`src/rtl/alu_rotate_sequencer.sv`:
```
// -----------------------------------------------------------------------------
// alu_rotate_sequencer
//   Multi-cycle shift/rotate unit for the 8-bit ALU. A request (operand, op,
//   amount) is captured on start while not busy. The unit then applies one
//   1-bit rotate/shift step per clock and publishes the registered result,
//   carry and zero flag together with a one-cycle done pulse.
//
// Ports
//   clk        in   1      rising-edge clock
//   rst_n      in   1      asynchronous active-low reset
//   start      in   1      request; sampled only when busy==0
//   op         in   2      00 ROR, 01 ROL, 10 SHR, 11 SHL (zero fill)
//   operand    in   WIDTH  value to shift; sampled with start
//   amount     in   CNT_W  number of 1-bit steps; sampled with start
//   busy       out  1      high while in SHIFT
//   done       out  1      one-cycle pulse; result/flags valid
//   result     out  WIDTH  shifted value; held until next completion
//   carry_out  out  1      last bit shifted out (0 if amount==0)
//   zero_flag  out  1      result == 0
// -----------------------------------------------------------------------------
module alu_rotate_sequencer #(
  parameter int WIDTH = 8,
  parameter int CNT_W = 3
) (
  input  logic             clk,
  input  logic             rst_n,
  input  logic             start,
  input  logic [1:0]       op,
  input  logic [WIDTH-1:0] operand,
  input  logic [CNT_W-1:0] amount,
  output logic             busy,
  output logic             done,
  output logic [WIDTH-1:0] result,
  output logic             carry_out,
  output logic             zero_flag
);

  typedef enum logic [1:0] {
    ST_IDLE  = 2'd0,
    ST_SHIFT = 2'd1,
    ST_DONE  = 2'd2
  } state_e;

  typedef enum logic [1:0] {
    OP_ROR = 2'b00,
    OP_ROL = 2'b01,
    OP_SHR = 2'b10,
    OP_SHL = 2'b11
  } op_e;

  state_e           state_q;
  op_e              op_q;
  logic [WIDTH-1:0] work_q;
  logic [CNT_W-1:0] cnt_q;
  logic             carry_q;
  logic [WIDTH-1:0] result_q;
  logic             carry_out_q;
  logic             zero_flag_q;
  logic             busy_q;
  logic             done_q;

  // Single 1-bit step of the working value, plus the bit that falls out.
  logic [WIDTH-1:0] work_d;
  logic             shout_d;

  always_comb begin
    work_d  = work_q;
    shout_d = 1'b0;
    unique case (op_q)
      OP_ROR: begin
        work_d  = {work_q[0], work_q[WIDTH-1:1]};
        shout_d = work_q[0];
      end
      OP_ROL: begin
        work_d  = {work_q[WIDTH-2:0], work_q[WIDTH-1]};
        shout_d = work_q[WIDTH-1];
      end
      OP_SHR: begin
        work_d  = {1'b0, work_q[WIDTH-1:1]};
        shout_d = work_q[0];
      end
      OP_SHL: begin
        work_d  = {work_q[WIDTH-2:0], 1'b0};
        shout_d = work_q[WIDTH-1];
      end
      default: begin
        work_d  = work_q;
        shout_d = 1'b0;
      end
    endcase
  end

  always_ff @(posedge clk or negedge rst_n) begin
    if (!rst_n) begin
      state_q     <= ST_IDLE;
      op_q        <= OP_ROR;
      work_q      <= '0;
      cnt_q       <= '0;
      carry_q     <= 1'b0;
      result_q    <= '0;
      carry_out_q <= 1'b0;
      zero_flag_q <= 1'b0;
      busy_q      <= 1'b0;
      done_q      <= 1'b0;
    end else begin
      unique case (state_q)
        ST_IDLE, ST_DONE: begin
          // DONE behaves like IDLE for acceptance, so a held start chains
          // the next request without an idle cycle.
          done_q <= 1'b0;
          if (start) begin
            work_q  <= operand;
            cnt_q   <= amount;
            op_q    <= op_e'(op);
            carry_q <= 1'b0;
            busy_q  <= 1'b1;
            state_q <= ST_SHIFT;
          end else begin
            busy_q  <= 1'b0;
            state_q <= ST_IDLE;
          end
        end
        ST_SHIFT: begin
          if (cnt_q != '0) begin
            work_q  <= work_d;
            cnt_q   <= cnt_q - 1'b1;
            carry_q <= shout_d;
          end else begin
            result_q    <= work_q;
            carry_out_q <= carry_q;
            zero_flag_q <= (work_q == '0);
            done_q      <= 1'b1;
            busy_q      <= 1'b0;
            state_q     <= ST_DONE;
          end
        end
        default: begin
          busy_q  <= 1'b0;
          done_q  <= 1'b0;
          state_q <= ST_IDLE;
        end
      endcase
    end
  end

  assign busy      = busy_q;
  assign done      = done_q;
  assign result    = result_q;
  assign carry_out = carry_out_q;
  assign zero_flag = zero_flag_q;

endmodule

```
`config.mk`:
```
export PLATFORM = sky130hd
export DESIGN_NAME = alu_rotate_sequencer
export DESIGN_NICKNAME = d
export VERILOG_FILES = /design/src/rtl/alu_rotate_sequencer.sv
export SDC_FILE = /design/constraint.sdc
export NUM_CORES = 1
export LEC_CHECK = 0
export CAP_MARGIN = 15
export CORE_MARGIN = 4
export CORE_UTILIZATION = 53
export CTS_BUF_LIST = sky130_fd_sc_hd__clkbuf_4 sky130_fd_sc_hd__clkbuf_8
export CTS_CLUSTER_DIAMETER = 80
export CTS_CLUSTER_SIZE = 20
export DETAILED_ROUTE_END_ITERATION = 8
export MAX_ROUTING_LAYER = met4
export PLACE_DENSITY = 0.82
export SLEW_MARGIN = 10
export SYNTH_ARGS = -nofsm -noshare
export SYNTH_HDL_FRONTEND = slang
export SYNTH_SLANG_ARGS = --single-unit
```
`constraint.sdc`:
```
create_clock -name clk -period 1.8 [get_ports clk]
set_input_delay 0.36 -clock clk [delete_from_list [all_inputs] [get_ports clk]]
set_output_delay 0.36 -clock clk [all_outputs]
set_load 0.01 [all_outputs]
```
==> flow_summary.html <==
<table>
<tr><th>Metric</th><th>Value</th></tr>
<tr><th colspan="2">Status</th></tr>
<tr><td>Outcome</td><td>completed</td></tr>
<tr><th colspan="2">Power and ir drop</th></tr>
<tr><td>Switching power</td><td>0.00121 W</td></tr>
<tr><td>Net Sw Frac</td><td>37.8%</td></tr>
<tr><td>Peak supply drop</td><td>1.29 mV</td></tr>
<tr><td>Final total power</td><td>0.00321 W</td></tr>
<tr><td>Sequential power share</td><td>36.8%</td></tr>
<tr><td>Relative contribution of the clock network to total power</td><td>7.6%</td></tr>
<tr><td>Internal power summed over all cells</td><td>0.00199 W</td></tr>
<tr><td>Static leakage</td><td>about 0.75 nW</td></tr>
<tr><td>Power density over the cells</td><td>roughly 1900 nW/um^2</td></tr>
<tr><td>Share of power burned in combinational logic</td><td>55.6%</td></tr>
<tr><th colspan="2">Global routing</th></tr>
<tr><td>Global-route wire length before repair</td><td>4690 um</td></tr>
<tr><td>Overflow after GRT</td><td>0</td></tr>
<tr><td>Combined global-route utilization of all metal layers</td><td>18.0%</td></tr>
<tr><td>Via count of the first global-routing pass</td><td>1024</td></tr>
<tr><td>Initial antenna violation count</td><td>0</td></tr>
<tr><td>Largest net degree at the start of global routing</td><td>27</td></tr>
<tr><th colspan="2">Timing</th></tr>
<tr><td>Final Slew Violations</td><td>0</td></tr>
<tr><td>Slew of the pin with the lowest slew margin</td><td>0.441 ns</td></tr>
<tr><td>Final Hold Slack</td><td>0.387 ns</td></tr>
<tr><td>Number of setup violations in the final report</td><td>0</td></tr>
<tr><td>Achievable clock frequency</td><td>0.587 GHz</td></tr>
<tr><td>Total Neg Setup Slack</td><td>0 ns</td></tr>
<tr><td>Share of the cycle needed by the critical path after routing</td><td>94.7%</td></tr>
<tr><td>Final Skew</td><td>approximately 0.0011 ns</td></tr>
<tr><td>Final hold violation count</td><td>0</td></tr>
<tr><td>Period minus WS final</td><td>between 1.5 and 2 ns</td></tr>
<tr><td>Worst max-slew margin expressed relative to the limit</td><td>between 70% and 80%</td></tr>
<tr><td>Setup repair after global routing missed its margin</td><td>false</td></tr>
<tr><th colspan="2">Clocking</th></tr>
<tr><td>Post_cts resized</td><td>0</td></tr>
<tr><td>Post-CTS repair timing setup buffer count</td><td>0</td></tr>
<tr><td>Count of clock tree sinks</td><td>26</td></tr>
<tr><td>Hold_buf cts</td><td>0</td></tr>
<tr><td>Clock H-tree levels</td><td>1</td></tr>
<tr><td>Clock-pin slew reported for the worst setup and hold paths after clock tree synthesis</td><td>between 0.1 and 0.15 ns</td></tr>
<tr><td>Maximum clock path buffer count</td><td>2</td></tr>
<tr><td>Latest clock arrival within the worst-skew pair</td><td>0.31 ns</td></tr>
<tr><td>CTS buffer count</td><td>3</td></tr>
<tr><td>CTS tree</td><td>yes</td></tr>
<tr><td>Clock Root Buffer</td><td>sky130_fd_sc_hd__clkbuf_4</td></tr>
<tr><th colspan="2">Drt</th></tr>
<tr><td>Detail-routed net length per standard cell</td><td>15.8 um</td></tr>
<tr><td>Post-route ant nets</td><td>0</td></tr>
<tr><td>Vias/cell</td><td>5.61</td></tr>
<tr><td>Number of iterations in the first detailed-routing pass</td><td>4</td></tr>
<tr><td>Detailed router's first-iteration violation count</td><td>20</td></tr>
<tr><td>Final routed DRC violation total</td><td>0</td></tr>
<tr><td>Count of vias placed by the detailed router</td><td>976</td></tr>
<tr><td>Total Wirelength</td><td>2750 um</td></tr>
<tr><th colspan="2">Placement</th></tr>
<tr><td>HPWL after DPL</td><td>2020 um</td></tr>
<tr><td>Number of port buffers</td><td>27</td></tr>
<tr><td>Placed instance count</td><td>around 170</td></tr>
<tr><td>Final Wtd Congestion</td><td>0.855</td></tr>
<tr><td>Placement-stage cell area</td><td>roughly 1700 um^2</td></tr>
<tr><th colspan="2">Worst setup path</th></tr>
<tr><td>Category of the worst setup path launch point</td><td>register</td></tr>
<tr><td>Cells along the critical path</td><td>clkdlybuf4s50_1</td></tr>
<tr><td>Critical path class</td><td>register to output pin</td></tr>
<tr><td>Critical Path RT</td><td>between 1 and 1.5 ns</td></tr>
<tr><td>Kind of capture point of the worst setup path</td><td>output pin</td></tr>
<tr><td>Number of buffers and inverters on the critical path</td><td>1</td></tr>
<tr><td>Critical Path Slowest Stage Cell</td><td>sky130_fd_sc_hd__clkdlybuf4s50_1</td></tr>
<tr><td>Maximum cell stage delay along the critical path</td><td>0.57 ns</td></tr>
<tr><td>Worst endpoint data arrival time</td><td>1.34 ns</td></tr>
<tr><td>Worst Path Max Fanout</td><td>7</td></tr>
<tr><td>Crit-path leading delay family</td><td>buffers and inverters</td></tr>
<tr><th colspan="2">Die</th></tr>
<tr><td>Chip width</td><td>59.0 um</td></tr>
<tr><td>Core ar.</td><td>2480 um^2</td></tr>
<tr><td>Area enclosed by the die boundary</td><td>between 3000 and 4000 um^2</td></tr>
<tr><td>FP Rows</td><td>18</td></tr>
<tr><td>Die extent in y</td><td>approximately 60 um</td></tr>
<tr><td>Initial Utilization</td><td>approximately 56%</td></tr>
<tr><td>I/O pin count</td><td>28</td></tr>
<tr><th colspan="2">Logic synthesis</th></tr>
<tr><td>Number of distinct library cells after synthesis</td><td>32</td></tr>
<tr><td>Sequential area share after synthesis</td><td>47.2%</td></tr>
<tr><td>Total number of yosys warnings</td><td>0</td></tr>
<tr><td>Proportion of register bits with asynchronous set or reset after synthesis</td><td>100%</td></tr>
<tr><td>Mean Syn Cell Area</td><td>between 10 and 15 um^2</td></tr>
<tr><td>EDFF count, synth</td><td>0</td></tr>
<tr><td>Prevailing post-synth register cell</td><td>sky130_fd_sc_hd__dfrtp_1</td></tr>
<tr><td>Post-synthesis cell area</td><td>~1400 um^2</td></tr>
<tr><td>Register bit total from synthesis</td><td>26</td></tr>
<tr><td>Number of standard cells after synthesis</td><td>112</td></tr>
<tr><td>Syn nets</td><td>130</td></tr>
<tr><th colspan="2">Layout</th></tr>
<tr><td>Final Net Count</td><td>164</td></tr>
<tr><td>Number of non-filler instances in the completed layout</td><td>around 170</td></tr>
<tr><td>Post-Layout Inst Area</td><td>1710 um^2</td></tr>
<tr><td>Share of layout cells above drive strength 1</td><td>between 20% and 30%</td></tr>
<tr><td>Area grow syn2layout</td><td>24.1%</td></tr>
<tr><td>Diode count</td><td>0</td></tr>
<tr><th colspan="2">Min path</th></tr>
<tr><td>HP Class</td><td>primary input to asynchronous set/reset pin</td></tr>
<tr><th colspan="2">Flow run</th></tr>
<tr><td>Max-cap check violation count</td><td>0</td></tr>
</table>
## flip-flops by register name, summed over array words and instances, names as in the netlist
| signal | count |
|---|---|
| busy | 1 |
| carry_out | 1 |
| carry_q | 1 |
| cnt_q | 3 |
| op_q | 2 |
| result | 8 |
| state_q | 1 |
| work_q | 8 |
| zero_flag | 1 |
## metal layers
metal	track usage [%]	routed length [um]	up-vias	share of wire [%]
met5	-	0	-	0
met4	6.15	21	0	0.77
li1	-	-	477	-
met1	21.6	1210	477	44
met2	30.6	1410	20	51
met3	3.05	99	2	3.6
## final timing paths
check	startpoint	endpoint	slack (ns)	cells after the start
hold reg to reg	result[4]	result[4]	0.52	1
setup reg to reg	cnt_q[0]	result[5]	0.21	4
min in group clk	result[4]	result[4]	0.52	1
max in group asynchronous	rst_n	result[1]	1.16	2
setup / recovery	busy	busy	0.1	1
hold / removal	rst_n	result[2]	0.39	2
## power groups by stage
| stage | Clock (W) | Sequential (W) | Combinational [W] |
|---|---|---|---|
| global route | 0.000276 | 0.00123 | 0.00194 |
| detailed placement | 0 | 0.00119 | 0.00180 |
| floorplan | 0 | 0.00114 | 0.00126 |
| CTS | 0.000249 | 0.00118 | 0.00180 |
| global placement | 0 | 0.00117 | 0.00174 |
| finish | 0.000243 | 0.00118 | 0.00178 |
## synthesized netlist by cell type, drive strengths merged, types with 3 or more instances
library cell	number	area share, %
nor2	7	1.9
inv	6	1.8
o31ai	7	3.8
dfrtp	26	47
o211ai	9	4.9
mux2i	3	2.2
buf	6	4.4
and2b	5	2.7
a211oi	5	2.7
mux2	13	13
## area by class of cell
cell class / instances / area [um^2]
tap: 30 / 37.5
clock buffer: 3 / 22.5
inverter: 6 / 25.0
timing repair buffer: 36 / 338
multi-input combinational: 73 / 636
fill: 194 / 768
sequential: 26 / 651
## cell families (layout without fill, tap and decap cells)
| logic type | Yosys count | after routing | share of synthesized area [%] |
|---|---|---|---|
| flops | 26 | 26 | 47.2 |
| xor+xnor | 1 | 1 | 0.636 |
| fa+ha+maj | 2 | 2 | 1.82 |
| simple gates | 25 | 25 | 11.7 |
| mux | 16 | 16 | 15.3 |
| buf+inv | 13 | 45 | 6.63 |
| compound gates | 29 | 29 | 16.7 |
## cells in the final DEF (no fill, tap or decap), drive strengths merged, types with 3 or more instances in the layout
master / Yosys / final
o211ai: 9 / 9
mux2i: 3 / 3
a211oi: 5 / 5
clkdlybuf4s50: 0 / 27
o31ai: 7 / 7
mux2: 13 / 13
clkbuf: 1 / 3
inv: 6 / 6
and2b: 5 / 5
buf: 6 / 9
dfrtp: 26 / 26
nor2: 7 / 7
## stage by stage
step / setup WS, ns / util [%]
finish: 0.0956 / 69.0
global route: 0.0143 / 69.0
CTS: 0.0824 / 69.0
detailed placement: -0.00769 / 68.1
global placement: 0.0323 / 68.1
floorplan: 0.255 / -
(Power assumes the default switching activity.)
